===== src/rtl/mul_sequencer_if.sv =====
// Core-side handshake between the decoder/datapath and the multi-cycle multiply
// sequencer: request, operands, stall and register-file write-back controls.
interface mul_sequencer_if;
  logic        start;
  logic [3:0]  mulop;
  logic [31:0] srca;
  logic [31:0] srcb;
  logic        stall;
  logic [31:0] result;
  logic        writelo;
  logic        writehi;
  logic        illegalop;

  modport master (
    output start, mulop, srca, srcb,
    input  stall, result, writelo, writehi, illegalop
  );

  modport slave (
    input  start, mulop, srca, srcb,
    output stall, result, writelo, writehi, illegalop
  );
endinterface


===== src/rtl/mul_sequencer.sv =====
// Shift-add 32x32 multiply controller: stalls the core, iterates 32 times,
// fixes the sign for SMULL, then writes the low word and (for long ops) the high word.
module mul_sequencer (
  input logic            clk,
  input logic            reset,
  mul_sequencer_if.slave bus
);

  localparam logic [3:0] OP_MUL   = 4'b0100;
  localparam logic [3:0] OP_UMULL = 4'b0101;
  localparam logic [3:0] OP_SMULL = 4'b0111;

  typedef enum logic [2:0] {
    IDLE = 3'd0,
    RUN  = 3'd1,
    FIX  = 3'd2,
    WBLO = 3'd3,
    WBHI = 3'd4
  } state_t;

  // 0x80000000 maps to itself, which read as unsigned is exactly 2^31.
  function automatic logic [31:0] magnitude(input logic [31:0] v, input logic signed_op);
    return (signed_op && v[31]) ? (~v + 32'd1) : v;
  endfunction

  state_t      state_r, state_s;
  logic [3:0]  op_r;
  logic [31:0] mcand_r;
  logic [31:0] mplier_r;
  logic        neg_r;
  logic [63:0] prod_r;
  logic [4:0]  cnt_r;
  logic [31:0] result_r;
  logic        writelo_r;
  logic        writehi_r;
  logic        legal_s;
  logic        smull_s;
  logic        long_s;
  logic        stall_s;
  logic        illegal_s;
  logic [63:0] addend_s;
  logic [63:0] fixed_s;

  assign smull_s  = (bus.mulop == OP_SMULL);
  assign long_s   = (op_r == OP_UMULL) || (op_r == OP_SMULL);
  assign addend_s = {32'd0, mcand_r} << cnt_r;
  assign fixed_s  = neg_r ? (~prod_r + 64'd1) : prod_r;

  // Decode the requested operation code.
  always_comb begin
    legal_s = 1'b0;
    case (bus.mulop)
      OP_MUL, OP_UMULL, OP_SMULL: legal_s = 1'b1;
      default:                    legal_s = 1'b0;
    endcase
  end

  // Next-state, stall and illegal-op decode.
  always_comb begin
    state_s   = state_r;
    stall_s   = 1'b0;
    illegal_s = 1'b0;
    case (state_r)
      IDLE: begin
        if (bus.start) begin
          if (legal_s) begin
            state_s = RUN;
            stall_s = 1'b1;
          end else begin
            illegal_s = 1'b1;
          end
        end else begin
          state_s = IDLE;
        end
      end
      RUN: begin
        stall_s = 1'b1;
        if (cnt_r == 5'd31) begin
          state_s = FIX;
        end else begin
          state_s = RUN;
        end
      end
      FIX: begin
        stall_s = 1'b1;
        state_s = WBLO;
      end
      WBLO: begin
        // Last cycle of a MUL releases the core so the pipeline advances on this edge.
        if (long_s) begin
          stall_s = 1'b1;
          state_s = WBHI;
        end else begin
          state_s = IDLE;
        end
      end
      WBHI:    state_s = IDLE;
      default: state_s = IDLE;
    endcase
  end

  assign bus.stall     = stall_s & ~reset;
  assign bus.illegalop = illegal_s & ~reset;

  // State register.
  always_ff @(posedge clk or posedge reset) begin
    if (reset) begin
      state_r <= IDLE;
    end else begin
      state_r <= state_s;
    end
  end

  // Operand capture and shift-add accumulation.
  always_ff @(posedge clk or posedge reset) begin
    if (reset) begin
      op_r     <= 4'd0;
      mcand_r  <= 32'd0;
      mplier_r <= 32'd0;
      neg_r    <= 1'b0;
      prod_r   <= 64'd0;
      cnt_r    <= 5'd0;
    end else begin
      case (state_r)
        IDLE: begin
          if (bus.start && legal_s) begin
            op_r     <= bus.mulop;
            mcand_r  <= magnitude(bus.srca, smull_s);
            mplier_r <= magnitude(bus.srcb, smull_s);
            neg_r    <= smull_s & (bus.srca[31] ^ bus.srcb[31]);
            prod_r   <= 64'd0;
            cnt_r    <= 5'd0;
          end
        end
        RUN: begin
          if (mplier_r[0]) begin
            prod_r <= prod_r + addend_s;
          end
          mplier_r <= mplier_r >> 1;
          cnt_r    <= cnt_r + 5'd1;
        end
        FIX:     prod_r <= fixed_s;
        default: ;
      endcase
    end
  end

  // Write-back outputs are loaded one edge ahead so they are stable for the whole write cycle.
  always_ff @(posedge clk or posedge reset) begin
    if (reset) begin
      result_r  <= 32'd0;
      writelo_r <= 1'b0;
      writehi_r <= 1'b0;
    end else begin
      writelo_r <= (state_r == FIX);
      writehi_r <= (state_r == WBLO) && long_s;
      if (state_r == FIX) begin
        result_r <= fixed_s[31:0];
      end else if ((state_r == WBLO) && long_s) begin
        result_r <= prod_r[63:32];
      end else begin
        result_r <= 32'd0;
      end
    end
  end

  assign bus.result  = result_r;
  assign bus.writelo = writelo_r;
  assign bus.writehi = writehi_r;

endmodule


===== src/flat_wrapper.sv =====
// flat-port wrapper written by rule: the top's interface ports become plain ports
module mul_sequencer_flat 
  (clk, reset, bus_start, bus_mulop, bus_srca, bus_srcb, bus_stall, bus_result, bus_writelo, bus_writehi, bus_illegalop);
  mul_sequencer_if bus_i ();
  input logic clk;
  input logic reset;
  input wire logic [$bits(bus_i.start)-1:0] bus_start;
  input wire logic [$bits(bus_i.mulop)-1:0] bus_mulop;
  input wire logic [$bits(bus_i.srca)-1:0] bus_srca;
  input wire logic [$bits(bus_i.srcb)-1:0] bus_srcb;
  output wire logic [$bits(bus_i.stall)-1:0] bus_stall;
  output wire logic [$bits(bus_i.result)-1:0] bus_result;
  output wire logic [$bits(bus_i.writelo)-1:0] bus_writelo;
  output wire logic [$bits(bus_i.writehi)-1:0] bus_writehi;
  output wire logic [$bits(bus_i.illegalop)-1:0] bus_illegalop;
  assign bus_i.start = bus_start;
  assign bus_i.mulop = bus_mulop;
  assign bus_i.srca = bus_srca;
  assign bus_i.srcb = bus_srcb;
  assign bus_stall = bus_i.stall;
  assign bus_result = bus_i.result;
  assign bus_writelo = bus_i.writelo;
  assign bus_writehi = bus_i.writehi;
  assign bus_illegalop = bus_i.illegalop;
  mul_sequencer u_core (.clk(clk), .reset(reset), .bus(bus_i));
endmodule

===== config.mk =====
export PLATFORM = sky130hd
export DESIGN_NAME = mul_sequencer_flat
export DESIGN_NICKNAME = d
export VERILOG_FILES = /design/src/rtl/mul_sequencer_if.sv /design/src/rtl/mul_sequencer.sv /design/src/flat_wrapper.sv
export SDC_FILE = /design/constraint.sdc
export NUM_CORES = 1
export LEC_CHECK = 0
export CORE_ASPECT_RATIO = 0.75
export CORE_MARGIN = 8
export CORE_UTILIZATION = 55
export CTS_CLUSTER_SIZE = 20
export DETAILED_ROUTE_END_ITERATION = 6
export HOLD_SLACK_MARGIN = 0.08
export PLACE_DENSITY = 0.75
export RECOVER_POWER = 50
export SLEW_MARGIN = 20
export SYNTH_ARGS = -nofsm -noshare
export SYNTH_HDL_FRONTEND = slang
export SYNTH_SLANG_ARGS = --single-unit

===== constraint.sdc =====
create_clock -name clk -period 6.1 [get_ports clk]
set_input_delay 0.915 -clock clk [delete_from_list [all_inputs] [get_ports clk]]
set_output_delay 0.915 -clock clk [all_outputs]
set_load 0.03 [all_outputs]

==> impl_summary.md, run 1 <==
Clock tree
The clock latency of the later-clocked register in the worst-skew pair is 0.46 ns. The H-tree was split into 4 levels. The number of buffers inserted during clock tree synthesis is 17.

The CTS tree is yes. The post-cts resize count is 0. Hold repair after CTS inserted 0 buffers. The number of buffers inserted by post-CTS setup repair is 0. Clock-pin slew was measured on the worst setup and hold paths at 0.08 ns.

The root buffer selected by CTS is clkbuf_16. The number of buffers on the longest clock path is 2. The number of sinks driven by the clock tree is 174.

Yosys
The number of library cell types mapped by synthesis is between 70 and 80. The synthesized design contains 0 enable-type register cells. In this run, synthesis produced a sequential element count of 174. The cell area that synthesis handed to floorplanning was 0.0150 mm^2. In this run the mean area of a mapped cell was 7.97 um^2. The share of the synthesized area in the top cell type is 0.291. The number of nets in the synthesized netlist is 2,016. Ranked by total cell area, the synthesized netlist is headed by dfrtp_1 29%, o21ai_0 7.8%, ha_1 5.7%, nand2_1 5.5%, xor2_1 5.3%. For this run, the register share of the synthesized area comes to 0.291. The cell type contributing the most total cell area after synthesis is dfrtp_1. The most used flip-flop cell after synthesis is dfrtp_1. Synthesis produced 1,876 cells. The async set-or-reset flop fraction in the synthesized netlist is 1.00. The warning count from the yosys run is 0.

Floorplanning
The die footprint is approximately 0.033 mm^2. The effective utilization at floorplan is 0.557. The horizontal extent of the die is ~210 um.

107 I/O pins were placed. The total area inside the core boundary comes to 0.0269 mm^2. The die is 159 um tall. Row generation in the floorplan step produced 52 rows.

Run
Across the run, the number of max-cap violations was 5.

STA
Setup repair after global routing left no endpoint under its margin. The sum of negative setup slack is 0 ns. The setup slack of the critical path after layout is 0.292 ns. The max-slew violation count is 293. At the pin with the least slew margin, the transition time is 2.89 ns.

The final critical path time including I/O delays and setup is 5.81 ns. The headroom to the max-slew limit is -0.928. Setup violations remaining at the end of the flow were counted as 0. Timing would allow up to between 150 and 200 MHz. The final-report hold violation count is 0. The part of the cycle the worst path needs is 0.952. The setup clock skew after layout is between 0.015 and 0.02 ns.

Setup path
The critical setup path kind is reg -> out. The cell family contributing the most delay on the critical path is buffers and inverters. The count of buffer and inverter cells on the critical path is 3.

The cell seen most often among critical-path stages is nor2_1. The signal on the critical path passes through nor2_1 > nand2_1 > clkbuf_1 > clkinv_1 > nor2_1 > a211oi_1 > clkdlybuf4s50_1. In this run the worst path has a maximum fanout of 46. STA classifies the critical path startpoint as a flop. The critical-path cell with the highest stage delay is clkbuf_1. The worst endpoint data arrival time is 4.89 ns. The largest stage delay on the critical path is 1.51 ns. Tracing the worst setup path back leads to its startpoint at u_core.state_r[2]. In this run the critical register-to-register path is launched from u_core.cnt_r[0].

The worst setup path is captured at an output pin. The data required time of the worst path is 5.18 ns.

GRT
The all-layer global routing usage is 0.302. Entering global routing, the biggest net connects 85 pins. The via count of the first global-routing pass came to between 10,000 and 15,000.

The initial antenna violation count was 0. The leftover overflow at the end of global routing is 0. The first-pass GRT wire length is approximately 78,000 um.

Placed design
In this run the tool buffered the top-level ports with between 100 and 150 buffer cells. The congestion estimate from routability-driven global placement came to 1.02. The HPWL after detailed placement is 38,600 um. The instance area at placement is 0.0163 mm^2. The post-place setup slack is just under 0.6 ns. The number of placed instances with taps included is 2,238.

Layout
The antenna diode instance count is 0. The library cells used most frequently in the layout, excluding fill and tap cells, are 233 x o21ai_0, 218 x nand2_1, 174 x dfrtp_1, 155 x nor2_1, 148 x a21oi_1. The leading cell type in the layout, fill and taps excluded is o21ai_0.

The final-layout fill cell count is between 2,000 and 2,500. The multi-input combinational cells in the finished layout cover a total of 0.0100 mm^2. Excluding fillers, the count of instances in the completed layout stands at roughly 2,300.

After routing the design area is 0.0168 mm^2. The net total in the final layout is 2,046. The area added between synthesis and finish is 12.5%. The footprint of the flip-flops and latches is between 0.004 and 0.005 mm^2. The fraction of layout instances using a drive strength above 1 is 0.0641.

Route
The final route contains roughly 15,000 vias. The count of antenna-violating nets left after detailed routing is 0. The first-iteration detailed-routing DRC count is 1,607. The total wirelength of the detailed-routed design is 50,500 um.

The per-cell routed wire length is 22.2 um. After detailed routing, the number of vias per cell comes to 6.52. For this run, the detailed router's first-pass iteration total came to 6. The number of remaining DRC errors is 0.

Pwr
In this run the power density over the cells is 595 mW/mm^2. The analysis attributes to cell leakage a power of 0.00728 uW. The worst-case IR drop observed on VDD is 0.328 mV.

Status
The checks that failed: max-capacitance violations, max-slew violations. The run finished, with violations left.

Hold path
The origin of the worst min-delay path is u_core.op_r[2]. The class of the tightest hold or removal check is reg -> reg.
[worst reg2reg max path, delay by kind of cell (launching register included)]
kind,cells,cell delay [ns]
and+or+nand+nor,4,0.99
muxes,3,1.13
adders and majority gates,1,0.48
AOI/OAI and AO/OA,7,1.92
xor gates and xnor gates,1,0.15
DFF,1,0.82
[cell usage after synthesis, drive strengths merged, types with 15 or more instances]
master	count
o41ai	19
ha	68
nor4	17
a21oi	150
a31oi	15
xnor2	56
xor2	91
nand3	29
or4	16
nand2	218
inv	32
o31ai	29
mux2	25
a211oi	16
a22oi	43
nor2	155
clkbuf	113
mux2i	56
dfrtp	174
a21o	57
o22ai	23
nand4	20
o21ai	236
or3	18
nor3	39
[logic make-up (layout without fill, tap and decap cells)]
group / Yosys count / after routing / synth area share
compound gates: 649 / 649 / 0.263
fa+ha+maj: 69 / 69 / 0.0582
simple gates: 584 / 584 / 0.184
xor+xnor: 147 / 147 / 0.0861
flops: 174 / 174 / 0.291
buf+inv: 158 / 201 / 0.0397
mux: 95 / 95 / 0.0774
[routing by layer]
| layer | GRT usage | routed length (um) |
|---|---|---|
| met5 | 0 | 0 |
| met3 | 0.0760 | 4860 |
| met2 | 0.450 | 22000 |
| met1 | 0.430 | 22400 |
| met4 | 0.0780 | 1160 |
[cell type report]
class / instances / area share
tap: 351 / 0.0261
sequential: 174 / 0.259
clock inverter: 14 / 0.00878
clock buffer: 18 / 0.0255
inverter: 34 / 0.00766
timing repair buffer: 135 / 0.0765
multi-input combinational: 1544 / 0.597
[metrics by stage]
| stage | hold slack, ns | power (uW) | util |
|---|---|---|---|
| finish | 0.475 | 10000 | 0.626 |
| global route | 0.512 | 10600 | 0.626 |
| CTS | 0.476 | 9790 | 0.627 |
| detailed placement | 0.457 | 8640 | 0.605 |
| global placement | 0.449 | 8600 | 0.605 |
| floorplan | 0.423 | 6660 | - |
[power breakdown]
group / total [uW] / switching [uW] / internal [uW] / leakage (uW)
Sequential: 2190 / 670 / 1520 / 0.00229
Clock: 1110 / 563 / 545 / 0.000280
Combinational: 6710 / 4160 / 2540 / 0.00471
[final timing paths]
path | to | slack, ns | cells past startpoint
hold / removal | u_core.op_r[2] | 0.47 | 1
hold reg to reg | u_core.op_r[2] | 0.47 | 1
setup / recovery | bus_stall | 0.29 | 7
min in group asynchronous | u_core.mplier_r[10] | 1.48 | 2
max in group asynchronous | u_core.prod_r[63] | 1.51 | 4
setup reg to reg | u_core.prod_r[62] | 0.49 | 16
[sequential cells by signal, indices dropped and copies added (netlist names)]
name	count
u_core.prod_r	64
u_core.bus.result	32
u_core.mcand_r	32
u_core.mplier_r	32
u_core.cnt_r	5
u_core.op_r	3
u_core.state_r	3
u_core.bus.writehi	1
u_core.bus.writelo	1
u_core.neg_r	1
Note: power is estimated with default switching activity, not from simulation.
==> run 2, diff against run 1 <==
--- a/config.mk
+++ b/config.mk
@@ -7,11 +7,11 @@
 export LEC_CHECK = 0
 export CORE_ASPECT_RATIO = 0.75
 export CORE_MARGIN = 8
-export CORE_UTILIZATION = 55
+export CORE_UTILIZATION = 61
 export CTS_CLUSTER_SIZE = 20
 export DETAILED_ROUTE_END_ITERATION = 6
 export HOLD_SLACK_MARGIN = 0.08
-export PLACE_DENSITY = 0.75
+export PLACE_DENSITY = 0.82
 export RECOVER_POWER = 50
 export SLEW_MARGIN = 20
 export SYNTH_ARGS = -nofsm -noshare
==> impl_summary.md, run 2 (same netlist as run 1, synthesis figures left out) <==
Status
Run status: finished with violations (unchanged). Violated checks: design-rule violations, max-capacitance violations, max-slew violations (was max-capacitance violations, max-slew violations).

Clock tree
The number of buffers inserted by post-CTS setup repair is 0 (unchanged). The root buffer selected by CTS is clkbuf_16 (unchanged). The clock transition at the register clock pins on the worst setup and hold paths after CTS is 0.07 ns (was 0.08 ns). The clock latency of the later-clocked register in the worst-skew pair was 0.46 ns (about the same). The number of buffers inserted during clock tree synthesis is 17 (unchanged). The number of buffers on the longest clock path was 2 (unchanged). The number of sinks driven by the clock tree was 174 (unchanged). The CTS tree was yes (unchanged). The maximum level of the CTS H-tree is 4 (unchanged).

Setup path
The critical-path cell with the highest stage delay is dfrtp_2 (was clkbuf_1). List of cells traversed by the critical path: buf_12 > mux2_2 > o21ai_0 > o21ai_0 > o21ai_0 > mux2i_1 > ha_1 > a21oi_1 > o21ai_0 > a221oi_1 > o21ai_0 > a221oi_1 > a21boi_0 > nor2_1 > a31oi_1 > o21ai_0 > nand3b_1 > a221o_1 (was nor2_1 > nand2_1 > clkbuf_1 > clkinv_1 > nor2_1 > a211oi_1 > clkdlybuf4s50_1). The data required time of the worst path is 6.45 ns (was 5.18 ns). The launching point of the worst reg2reg path was u_core.cnt_r[1] (was u_core.cnt_r[0]). The cell seen most often among critical-path stages is o21ai_0 (was nor2_1). The critical path startpoint is u_core.cnt_r[1] (was u_core.state_r[2]). The worst endpoint data arrival time is 6.15 ns (was 4.89 ns). The largest stage delay on the critical path is 0.62 ns (was 1.51 ns).

The type of origin of the critical path is a flop (unchanged). The critical setup path kind is reg -> reg (was reg -> out). The kind of end point of the critical path was a flop (was output pin). The flop-to-flop setup slack is 0.29 ns (was 0.49 ns). The peak fanout along the critical path is 27 (was 46).

Layout
The area added between synthesis and finish is 12.6% (was 12.5%). The leading cell type in the layout, fill and taps excluded is o21ai_0 (unchanged). The fraction of layout instances using a drive strength above 1 is 0.0675 (was 0.0641). The number of flip-flops under the largest register name came to 64 (unchanged). The final-layout fill cell count is 1,988 (was 2,409). The core occupancy in the finished layout is 0.701 (was 0.626).

Top library cells by usage in the layout, fill and taps aside: 233 x o21ai_0, 218 x nand2_1, 172 x dfrtp_1, 155 x nor2_1, 148 x a21oi_1 (was 233 x o21ai_0, 218 x nand2_1, 174 x dfrtp_1, 155 x nor2_1, 148 x a21oi_1). The net total in the final layout was 2,054 (was 2,046). The footprint of the flip-flops and latches is 0.00436 mm^2 (was 0.00435 mm^2).

The area occupied by multi-input gates is 0.0100 mm^2 (about the same). The largest register by flop count was u_core.prod_r (unchanged). The final cell count without fillers is 2,257 (was 2,270).

The antenna diode instance count is 0 (unchanged).

Floorplanning
The floorplan core area was 0.0240 mm^2 (was 0.0269 mm^2). The boundary pin count came to 107 (unchanged). The die footprint is 0.0298 mm^2 (was 0.0328 mm^2). The height of the die was 152 um (was 159 um). The horizontal extent of the die is 197 um (was 206 um). The effective utilization at floorplan is 0.622 (was 0.557).

The placement row count was 49 (was 52).

GRT
The all-layer global routing usage is 0.337 (was 0.302). The initial antenna violation count came to 1 (was 0). The via count of the first global-routing pass is 13,900 (was 13,800). The largest net degree at the start of global routing is 81 (was 85). The first-pass GRT wire length is 78,700 um (was 78,400 um).

The leftover overflow at the end of global routing is 0 (unchanged).

STA
The headroom to the max-slew limit is -0.908 (was -0.928). The slew at the pin closest to its max-slew limit is 2.86 ns (was 2.89 ns). The sum of negative setup slack came to 0 ns (unchanged). RSZ-0062 raised after global routing: false (unchanged). The max-slew violation count is 235 (was 293). The setup clock skew after layout was 0.0143 ns (was 0.0155 ns). The final-report hold violation count is 0 (unchanged). The part of the cycle the worst path needs came to 0.952 (about the same). The final critical path time including I/O delays and setup was 5.81 ns (about the same). The highest achievable clock rate is 172 MHz (about the same). The total of endpoints with negative setup slack in the final report was 0 (unchanged).

Pwr
The post-layout total power was 10,100 uW (was 10,000 uW). The total power density per cell area is 602 mW/mm^2 (was 595 mW/mm^2). The leakage power is 0.00730 uW (was 0.00728 uW). The maximum vdd ir drop is 0.417 mV (was 0.328 mV).

Placed design
The number of placed instances with taps included is 2,226 (was 2,238). The weighted congestion reported at the end of routability-driven placement is 1.03 (was 1.02). The number of port buffers came to 106 (unchanged).

The half-perimeter wire length of the detailed placement result is 39,100 um (was 38,600 um).

Route
The via total after detailed routing is 15,300 (was 14,800). The number of remaining DRC errors is 1 (was 0). The detail-routed via count per cell is 6.77 (was 6.52).

The first-iteration detailed-routing DRC count was 2,238 (was 1,607). The per-cell routed wire length is 22.4 um (was 22.2 um). The total wirelength of the detailed-routed design came to 50,600 um (was 50,500 um). The detailed-routing iteration count for the pre-antenna-repair pass is 7 (was 6). The count of antenna-violating nets left after detailed routing is 0 (unchanged).

Run
The max-capacitance violation count is 4 (was 5).

Hold path
The class of the tightest hold or removal check was reg -> reg (unchanged). The origin of the worst min-delay path was u_core.op_r[2] (unchanged).
==> run 2: changes by cell type in the layout (fill, tap and decap cells not counted), sizes merged <==
cell / delta
buf: +8
clkinv: -3
clkdlybuf4s50: -1
clkinvlp: +1
dlygate4sd3: +1
inv: +1
==> run 2: timing repair <==
action                                  4_1_cts  5_1_grt
hold buffers                                  0        0
resized for setup                             0        2
endpoints found under the setup margin        0        3
==> run 2: critical path: cells and delay by family, from the launching register on <==
family                   cells  cell delay (ns)
multiplexers                 2             0.54
buffers and inverters        1             0.25
AND/OR/NAND/NOR              2             0.34
flip-flops                   1             0.62
adder cells (fa/ha/maj)      1             0.42
AO/OA/AOI/OAI               12             3.53
==> run 2: power by group <==
part | switching, uW | internal [uW]
clock network | 559 | 556
logic | 4280 | 2570
registers | 658 | 1520
total | 5490 | 4650
==> run 2: final timing paths <==
check | depth (start not counted) | to
worst max register to register | 18 | u_core.prod_r[59]
max in group asynchronous | 4 | u_core.prod_r[54]
worst max-delay path | 18 | u_core.prod_r[59]
worst min-delay path | 1 | u_core.op_r[2]
min in group asynchronous | 2 | u_core.mplier_r[13]
worst min register to register | 1 | u_core.op_r[2]
==> run 2: final cells by class <==
| class | instances | area share |
|---|---|---|
| multi-input combinational | 1544 | 0.595 |
| sequential | 174 | 0.259 |
| timing repair buffer | 143 | 0.0792 |
| clock buffer | 18 | 0.0261 |
| tap | 331 | 0.0246 |
| clock inverter | 13 | 0.00855 |
| inverter | 34 | 0.00765 |
==> run 2: through the flow <==
step	setup WS, ns	hold WS, ns	area [um^2]
floorplan	0.00473	0.423	15000
global placement	0.573	0.451	16300
detailed placement	0.372	0.453	16300
CTS	0.343	0.477	16900
global route	0.0534	0.499	16800
finish	0.291	0.478	16800
==> run 2: metal layers <==
layer	wire, um	global-route usage	vias to the layer above
li1	-	-	6931
met1	21500	0.483	7232
met2	20800	0.478	991
met3	6720	0.0989	129
met4	1600	0.112	2
met5	13	0	-
==> run 3, diff against run 2 <==
--- a/config.mk
+++ b/config.mk
@@ -10,9 +10,11 @@
 export CORE_UTILIZATION = 61
 export CTS_CLUSTER_SIZE = 20
 export DETAILED_ROUTE_END_ITERATION = 6
+export GPL_ROUTABILITY_DRIVEN = 0
 export HOLD_SLACK_MARGIN = 0.08
 export PLACE_DENSITY = 0.82
 export RECOVER_POWER = 50
+export SKIP_LAST_GASP = 1
 export SLEW_MARGIN = 20
 export SYNTH_ARGS = -nofsm -noshare
 export SYNTH_HDL_FRONTEND = slang
==> impl_summary.md, run 3 (same netlist as run 1, synthesis figures left out) <==
Floorplanning
The horizontal extent of the die is 197 um (unchanged). The height of the die is 152 um (unchanged). The floorplan core area is 0.0240 mm^2 (unchanged). The die footprint came to 0.0298 mm^2 (unchanged). The boundary pin count is 107 (unchanged). The effective utilization at floorplan is 0.622 (unchanged). The placement row count is 49 (unchanged).

Setup path
The worst endpoint data arrival time came to 6.09 ns (was 6.15 ns). The path depth of the worst reg2reg path came to 18 (unchanged). The dominant delay contributor by cell family on the critical path is compound AO/OA/AOI/OAI gates (unchanged). The number of cells on the critical path came to 18 (unchanged). The flop-to-flop setup slack is 0.36 ns (was 0.29 ns). List of cells traversed by the critical path: buf_4 > mux4_2 > nand2_1 > o21ai_0 > o21ai_0 > mux2i_1 > ha_1 > a21oi_1 > o21ai_0 > a221oi_1 > o21ai_0 > a221oi_1 > a21boi_0 > nor2_1 > a31oi_1 > o21ai_0 > nand3b_1 > a221o_1 (was buf_12 > mux2_2 > o21ai_0 > o21ai_0 > o21ai_0 > mux2i_1 > ha_1 > a21oi_1 > o21ai_0 > a221oi_1 > o21ai_0 > a221oi_1 > a21boi_0 > nor2_1 > a31oi_1 > o21ai_0 > nand3b_1 > a221o_1). The critical path startpoint was u_core.cnt_r[0] (was u_core.cnt_r[1]). The critical setup path kind is reg -> reg (unchanged). The type of origin of the critical path is a flop (unchanged). The count of buffer and inverter cells on the critical path is 1 (unchanged). The peak fanout along the critical path is 18 (was 27). The largest stage delay on the critical path is 0.61 ns (was 0.62 ns). The kind of end point of the critical path is a flop (unchanged). The end point of the critical path was u_core.prod_r[59] (unchanged). The launching point of the worst reg2reg path is u_core.cnt_r[0] (was u_core.cnt_r[1]). The cell seen most often among critical-path stages was o21ai_0 (unchanged). The capture point of the worst reg-to-reg path is u_core.prod_r[59] (unchanged). The data required time of the worst path was 6.45 ns (about the same). The critical-path cell with the highest stage delay is dfrtp_2 (unchanged).

Route
The count of antenna-violating nets left after detailed routing came to 0 (unchanged). The via total after detailed routing was 15,500 (was 15,300). The detailed-routing iteration count for the pre-antenna-repair pass came to 7 (unchanged).

The detail-routed via count per cell came to 6.88 (was 6.77). The number of remaining DRC errors was 0 (was 1). The first-iteration detailed-routing DRC count is 2,454 (was 2,238). The per-cell routed wire length is 22.1 um (was 22.4 um). The total wirelength of the detailed-routed design is 49,600 um (was 50,600 um).

Hold path
The class of the tightest hold or removal check is reg -> reg (unchanged). The origin of the worst min-delay path was u_core.op_r[2] (unchanged).

Layout
The final-layout fill cell count is 1,896 (was 1,988). The number of flip-flops under the largest register name came to 64 (unchanged). The net total in the final layout was 2,042 (was 2,054).

The fraction of layout instances using a drive strength above 1 is 0.0621 (was 0.0675). The area occupied by multi-input gates is 0.0100 mm^2 (about the same). The leading cell type in the layout, fill and taps excluded is o21ai_0 (unchanged). The largest register by flop count is u_core.prod_r (unchanged). The cell area after layout is 0.0168 mm^2 (about the same). The area added between synthesis and finish was 12.2% (was 12.6%). The footprint of the flip-flops and latches came to 0.00436 mm^2 (about the same). Top library cells by usage in the layout, fill and taps aside: 233 x o21ai_0, 218 x nand2_1, 172 x dfrtp_1, 155 x nor2_1, 148 x a21oi_1 (unchanged).

GRT
The leftover overflow at the end of global routing came to 0 (unchanged). The via count of the first global-routing pass came to 14,200 (was 13,900). The initial antenna violation count was 0 (was 1).

The largest net degree at the start of global routing is 85 (was 81). The all-layer global routing usage came to 0.327 (was 0.337). The first-pass GRT wire length is 77,400 um (was 78,700 um).

Placed design
The half-perimeter wire length of the detailed placement result is 37,000 um (was 39,100 um). The instance area at placement is 0.0162 mm^2 (was 0.0163 mm^2). The number of port buffers came to 106 (unchanged).

Clock tree
The hold buffer count at CTS is 0 (unchanged). The clock transition at the register clock pins on the worst setup and hold paths after CTS is 0.08 ns (was 0.07 ns). The clock latency of the later-clocked register in the worst-skew pair came to 0.46 ns (about the same). The number of buffers inserted during clock tree synthesis came to 17 (unchanged). The number of buffers on the longest clock path is 2 (unchanged). The CTS tree is yes (unchanged). The root buffer selected by CTS is clkbuf_16 (unchanged). The maximum level of the CTS H-tree is 4 (unchanged). The number of buffers inserted by post-CTS setup repair is 0 (unchanged). The number of sinks driven by the clock tree is 174 (unchanged).

STA
The final-report hold violation count is 0 (unchanged). The sum of negative setup slack came to 0 ns (unchanged). RSZ-0062 raised after global routing: false (unchanged). The total of endpoints with negative setup slack in the final report came to 0 (unchanged). The highest achievable clock rate came to 174 MHz (was 172 MHz). The part of the cycle the worst path needs came to 0.940 (was 0.952).

The headroom to the max-slew limit is -0.951 (was -0.908). The setup clock skew after layout is 0.0128 ns (was 0.0143 ns). The final worst hold slack was 0.483 ns (was 0.478 ns). The slew at the pin closest to its max-slew limit came to 2.93 ns (was 2.86 ns). The final critical path time including I/O delays and setup is 5.74 ns (was 5.81 ns). The max-slew violation count came to 336 (was 235).

Run
The max-capacitance violation count is 6 (was 4).

Status
Run status: finished with violations (unchanged). Violated checks: max-capacitance violations, max-slew violations (was design-rule violations, max-capacitance violations, max-slew violations).

Pwr
The maximum vdd ir drop is 0.344 mV (was 0.417 mV). The total power density per cell area was 601 mW/mm^2 (was 602 mW/mm^2). The post-layout total power is 10,100 uW (about the same). The leakage power is 0.00726 uW (was 0.00730 uW).
## run 3: cell count changes in the layout (fill, tap and decap cells not counted), sizes merged
cell           delta
diode             +1
dlygate4sd3       -1
inv               +2
clkinvlp          -2
clkinv            +2
clkdlybuf4s50     +1
buf              -13
## run 3: how the worst min path moves through the flow
| stage | endpoint | slack (ns) | depth (start not counted) |
|---|---|---|---|
| floorplan | u_core.state_r[2] | 0.42 | 1 |
| finish | u_core.op_r[2] | 0.48 | 1 |
| global route | u_core.op_r[2] | 0.51 | 1 |
| detailed placement | u_core.op_r[2] | 0.46 | 1 |
| CTS | u_core.op_r[2] | 0.48 | 1 |
| global placement | u_core.op_r[2] | 0.45 | 1 |
## run 3: stage by stage
step           std cells  utilization  setup WS, ns
6_report            2247        0.698         0.364
5_1_grt             2246        0.698        0.0569
4_1_cts             2246        0.699         0.229
3_5_place_dp        2214        0.673         0.306
3_3_place_gp        2214        0.673         0.577
2_1_floorplan       1876            -       0.00473
## run 3: timing repair
action,4_1_cts,5_1_grt
hold endpoints to repair,0,0
setup endpoints to repair,0,6
resized for setup,0,3
## run 3: worst register-to-register path: stages (launching register included)
cell	delay (ns)
dfrtp_2	0.61
buf_4	0.34
mux4_2	0.56
nand2_1	0.08
o21ai_0	0.13
o21ai_0	0.41
mux2i_1	0.16
ha_1	0.41
a21oi_1	0.20
o21ai_0	0.16
a221oi_1	0.31
o21ai_0	0.16
a221oi_1	0.33
a21boi_0	0.51
nor2_1	0.16
a31oi_1	0.36
o21ai_0	0.19
nand3b_1	0.22
a221o_1	0.33
## run 3: report_power, final
group          internal [uW]  total, uW  switching (uW)
combinational           2500       6710            4210
sequential              1530       2200             677
clock                    568       1170             603
## run 3: per-layer routing
layer,vias up,GRT usage,share of wire
met5,-,0,0
met4,0,0.125,0.043
met3,200,0.109,0.13
met2,1055,0.491,0.42
met1,7269,0.433,0.40
li1,6928,-,-
## run 3: cell type report
cell class / count / area share
multi-input cells: 1544 / 0.597
flip-flops and latches: 174 / 0.260
repair buffers: 131 / 0.0732
clock buffers: 17 / 0.0254
well taps: 331 / 0.0247
clock inverters: 15 / 0.0119
inverters: 34 / 0.00768
diodes: 1 / 0.000149
